`config.mk`:
```
export PLATFORM = sky130hd
export DESIGN_NAME = mode_key_debounce
export DESIGN_NICKNAME = d
export VERILOG_FILES = /design/src/rtl/mode_key_debounce.sv
export SDC_FILE = /design/constraint.sdc
export NUM_CORES = 1
export LEC_CHECK = 0
export ABC_CLOCK_PERIOD_IN_PS = 4000
export BUFFER_PORTS_ARGS = -buffer_cell sky130_fd_sc_hd__clkbuf_2
export CAP_MARGIN = 25
export CORE_ASPECT_RATIO = 0.5
export CORE_MARGIN = 4
export CORE_UTILIZATION = 48
export CTS_CLUSTER_DIAMETER = 200
export DETAILED_ROUTE_END_ITERATION = 12
export SYNTH_ARGS = -nofsm -noshare
export SYNTH_HDL_FRONTEND = slang
export SYNTH_SLANG_ARGS = --single-unit
```
`constraint.sdc`:
```
create_clock -name clk -period 4 [get_ports clk]
set_input_delay 0.6 -clock clk [delete_from_list [all_inputs] [get_ports clk]]
set_output_delay 0.6 -clock clk [all_outputs]
set_load 0.01 [all_outputs]
```
`src/rtl/mode_key_debounce.sv`:
```
// Front-panel mode keys: per-key 2-flop synchronizer and counter debounce, then a
// latched active-low one-hot modulation mode select with a one-cycle change pulse.
module mode_key_debounce #(
    parameter int DEBOUNCE_CYCLES = 1000000,
    parameter int CNT_W           = 20
) (
    input  logic       clk,
    input  logic       reset_n,
    input  logic [3:0] key_in,
    output logic       set_ask,
    output logic       set_fsk,
    output logic       set_psk,
    output logic       set_dpsk,
    output logic [3:0] key_state,
    output logic       mode_changed
);

    typedef enum logic [3:0] {
        MODE_ASK  = 4'b0111,
        MODE_FSK  = 4'b1011,
        MODE_PSK  = 4'b1101,
        MODE_DPSK = 4'b1110
    } mode_e;

    localparam logic [CNT_W-1:0] CNT_LAST = CNT_W'(DEBOUNCE_CYCLES - 1);

    if (DEBOUNCE_CYCLES < 2 || (64'(1) << CNT_W) < 64'(DEBOUNCE_CYCLES)) begin : g_param_check
        $error("mode_key_debounce: DEBOUNCE_CYCLES must be >= 2 and fit in CNT_W bits");
    end

    logic [3:0] press;

    genvar gi;
    for (gi = 0; gi < 4; gi++) begin : g_key
        logic             sync1_q;
        logic             sync2_q;
        logic             stable_q;
        logic             stable_d;
        logic             stable_dly_q;
        logic [CNT_W-1:0] cnt_q;
        logic [CNT_W-1:0] cnt_d;

        // Any sample equal to the stable level restarts the count, so only an
        // unbroken run of DEBOUNCE_CYCLES differing samples is accepted.
        always_comb begin
            cnt_d    = cnt_q;
            stable_d = stable_q;
            if (sync2_q == stable_q) begin
                cnt_d = '0;
            end else if (cnt_q == CNT_LAST) begin
                stable_d = sync2_q;
                cnt_d    = '0;
            end else begin
                cnt_d = cnt_q + CNT_W'(1);
            end
        end

        always_ff @(posedge clk or negedge reset_n) begin
            if (!reset_n) begin
                sync1_q      <= 1'b1;
                sync2_q      <= 1'b1;
                stable_q     <= 1'b1;
                stable_dly_q <= 1'b1;
                cnt_q        <= '0;
            end else begin
                sync1_q      <= key_in[gi];
                sync2_q      <= sync1_q;
                stable_q     <= stable_d;
                stable_dly_q <= stable_q;
                cnt_q        <= cnt_d;
            end
        end

        assign press[gi]     = stable_dly_q & ~stable_q;
        assign key_state[gi] = stable_q;
    end

    mode_e mode_q;
    logic  mode_changed_q;

    // Highest-priority press wins; re-pressing the current mode's key is silent.
    always_ff @(posedge clk or negedge reset_n) begin
        if (!reset_n) begin
            mode_q         <= MODE_ASK;
            mode_changed_q <= 1'b0;
        end else begin
            mode_changed_q <= 1'b0;
            if (press[3]) begin
                mode_q         <= MODE_ASK;
                mode_changed_q <= (mode_q != MODE_ASK);
            end else if (press[2]) begin
                mode_q         <= MODE_FSK;
                mode_changed_q <= (mode_q != MODE_FSK);
            end else if (press[1]) begin
                mode_q         <= MODE_PSK;
                mode_changed_q <= (mode_q != MODE_PSK);
            end else if (press[0]) begin
                mode_q         <= MODE_DPSK;
                mode_changed_q <= (mode_q != MODE_DPSK);
            end
        end
    end

    assign {set_ask, set_fsk, set_psk, set_dpsk} = mode_q;
    assign mode_changed                          = mode_changed_q;

endmodule

```
==> results.yml <==
run_status:
  status: "completed"
synthesis:
  post_synth_num_cell_types: 42
  ys_ff_latch: 101
  synthTopCellsByCount: "82 x dfrtp_1, 57 x nor2_1, 36 x nand3_1"
  synth_fp_nets: 494
  ys.flop_type: "dfrtp_1"
  synthArstFlopShare: 1.00
  synth_top_cell_area_share: 0.426
  synthesis.instances: 484
  synth.most_common_cell: "dfrtp_1"
  postSynthAreaPerCell_um2: 9.96
  synth-edff-count: 0
  yosys-top-cells-area: "dfrtp_1 43%, dfstp_2 10%, xnor2_1 4.7%, nor2_1 4.4%, xor2_1 4.0%"
  yosys_warnings: 0
  yosysTopAreaCell: "dfrtp_1"
  syn_area_mm2: 0.00482
  synth-seq-area-share: 0.529
clock_tree:
  cts-root-buf: "clkbuf_16"
  postCtsHoldBufs: 0
  clockBufferDepth: 2
  h-tree-depth: 3
  clk-insertion-delay-late_ns: 0.34
  cts.sinks: 101
  clkTransAtPathRegs_ns: 0.07
  cts-resized-gates: 0
  cts_setup_buffers: 0
  cts_tree: "yes"
  cts_buffers: 9
global_route:
  gr-usage-met3: 0.0496
  overflow: 0
  grt_pass1_wl_mm: 15.2
  met2_usage: 0.247
  grt_pass1_vias: 3249
  grtUsageTotal: 0.160
  grt_use_met1: 0.223
  busiest_layer: "met2"
  grt_max_degree: 81
  antenna_found_initial: 0
floorplanning:
  die_x_um: 150
  row_count: 25
  dieArea_mm2: 0.0118
  core_mm2: 0.00960
  die_h_um: 78.9
  ioPinCount: 15
  start_util: 0.502
sta:
  max_freq_mhz: 433
  slew_headroom: 0.468
  finalSetupViolations: 0
  hold_viol: 0
  maxSlewViolCount: 0
  grt_setup_unrepaired: "no"
  max_slew.worst_pin.slew_ns: 0.792
  layout_worst_path_cycle_share: 0.578
  final.setup.worst_slack_ns: 1.69
  tns_ns: 0
  post-route-min-period_ns: 2.31
  skew_ns: 0.00442
layout:
  layout-drive-gt1-share: 0.128
  n_antenna_cell: 0
  fin_area_mm2: 0.00533
  nNetsFinal: 506
  area_growth_pct: 10.7
route:
  vias_per_cell: 5.38
  ant_nets: 0
  drt_iter0_markers: 184
  drc: 0
  dr_total_vias: 3422
  postRouteWirelength_mm: 8.56
  first_pass_iters: 4
  wl_per_cell_um: 13.5
critical_path:
  crit_fanout: 15
  crit_required_ns: 4.22
  startpoint_type: "flip-flop"
  worstPathArrival_ns: 2.54
  crit_type: "reg2reg"
  cp-end-kind: "flip-flop"
placed_design:
  placement.cell_area_mm2: 0.00501
  dp.final_hpwl_mm: 5.70
  port_buffers: 14
  routabilityCongestion: 0.776
  place_ws_ns: 1.68
pwr:
  peakVddDrop_mv: 0.187
  power_density_mw_per_mm2: 369
  power.leakage_uw: 0.00212
worst_hold_path:
  hold_class: "in2async"
run:
  cap_violations: 0
-- layer usage --
metal	share of wire	wire, um
met5	0	0
met4	0.010	88
met3	0.026	224
met2	0.43	3660
met1	0.54	4580
-- through the flow --
stage | cells | hold WS, ns | util | total power, uW
after detailed placement | 619 | 0.347 | 0.522 | 1130
after global placement | 619 | 0.345 | 0.522 | 1130
after global routing | 636 | 0.0950 | 0.555 | 2060
after CTS | 635 | 0.319 | 0.553 | 2000
after floorplan | 484 | 0.304 | - | 1100
final | 636 | 0.101 | 0.555 | 1970
-- worst max-delay path: stages, from the launching register on --
cell     delay (ns)
dfrtp_1        0.40
or4b_1         0.51
or4_1          0.53
o21ai_1        0.38
buf_4          0.30
nor2_1         0.07
-- registers in the layout, summed over array words and instances, names as in the netlist --
signal,flops
g_key.sync2_q,4
g_key.stable_q,4
g_key.cnt_q,80
g_key.sync1_q,4
mode_changed,1
g_key.stable_dly_q,4
mode_q,4
-- final cells by class --
class	count	area, um^2
Sequential cell	101	2550
Timing Repair Buffer	20	138
Tap cell	135	169
Multi-Input combinational cell	349	2130
Clock buffer	10	229
Fill cell	868	4270
Clock inverter	6	63.8
Inverter	15	56.3
-- placed cells by master (no fill, tap or decap), drive strengths merged --
cell and instances:
xor2 22, mux2 4, inv 15, nand4bb 1
and3 8, clkinvlp 2, o2bb2ai 1, nand3 37
nor4b 5, a22o 1, nor2b 2, nand4b 1
clkbuf 23, o41ai 1, o21a 1, a31o 1
clkinv 3, nand4 14, or4b 3, nand2b 5
nand3b 1, nor2 57, nor4 12, xnor2 26
and4 4, or3 16, bufinv 1, dfrtp 82
nor4bb 2, or4 17, o31ai 11, o21ai 22
ha 4, a21oi 29, dfstp 19, buf 7
nor3 8, nand2 30, a21boi 1, and2 2
-- logic make-up (layout without fill, tap and decap cells) --
group | after synthesis | after routing | synth area share
buf+inv | 34 | 51 | 0.0309
fa+ha+maj | 4 | 4 | 0.0104
flops | 101 | 101 | 0.529
simple gates | 225 | 225 | 0.252
compound gates | 68 | 68 | 0.0805
mux | 4 | 4 | 0.00935
xor+xnor | 48 | 48 | 0.0872
-- path summary, 6_finish.rpt --
check | cells after the start | end | startpoint | slack, ns
max | 5 | g_key[0].cnt_q[8]$_DFF_PN0_ | g_key[0].cnt_q[15]$_DFF_PN0_ | 1.69
min | 1 | g_key[2].cnt_q[18]$_DFF_PN0_ | reset_n | 0.10
max reg2reg | 5 | g_key[0].cnt_q[8]$_DFF_PN0_ | g_key[0].cnt_q[15]$_DFF_PN0_ | 1.69
min reg2reg | 0 | g_key[0].sync2_q$_DFF_PN1_ | g_key[0].sync1_q$_DFF_PN1_ | 0.36
max in group asynchronous | 3 | g_key[0].stable_q$_DFFE_PN1P_ | reset_n | 2.94
min in group clk | 1 | g_key[3].sync1_q$_DFF_PN1_ | key_in[3] | 0.33
-- power by group --
part / switching, uW / total, uW / leakage [uW] / internal (uW)
Sequential: 13.9 / 1050 / 0.00133 / 1040
Combinational: 43.9 / 63.3 / 0.000652 / 19.3
Clock: 367 / 850 / 0.000138 / 484
Power figures use the tool's default switching activity.
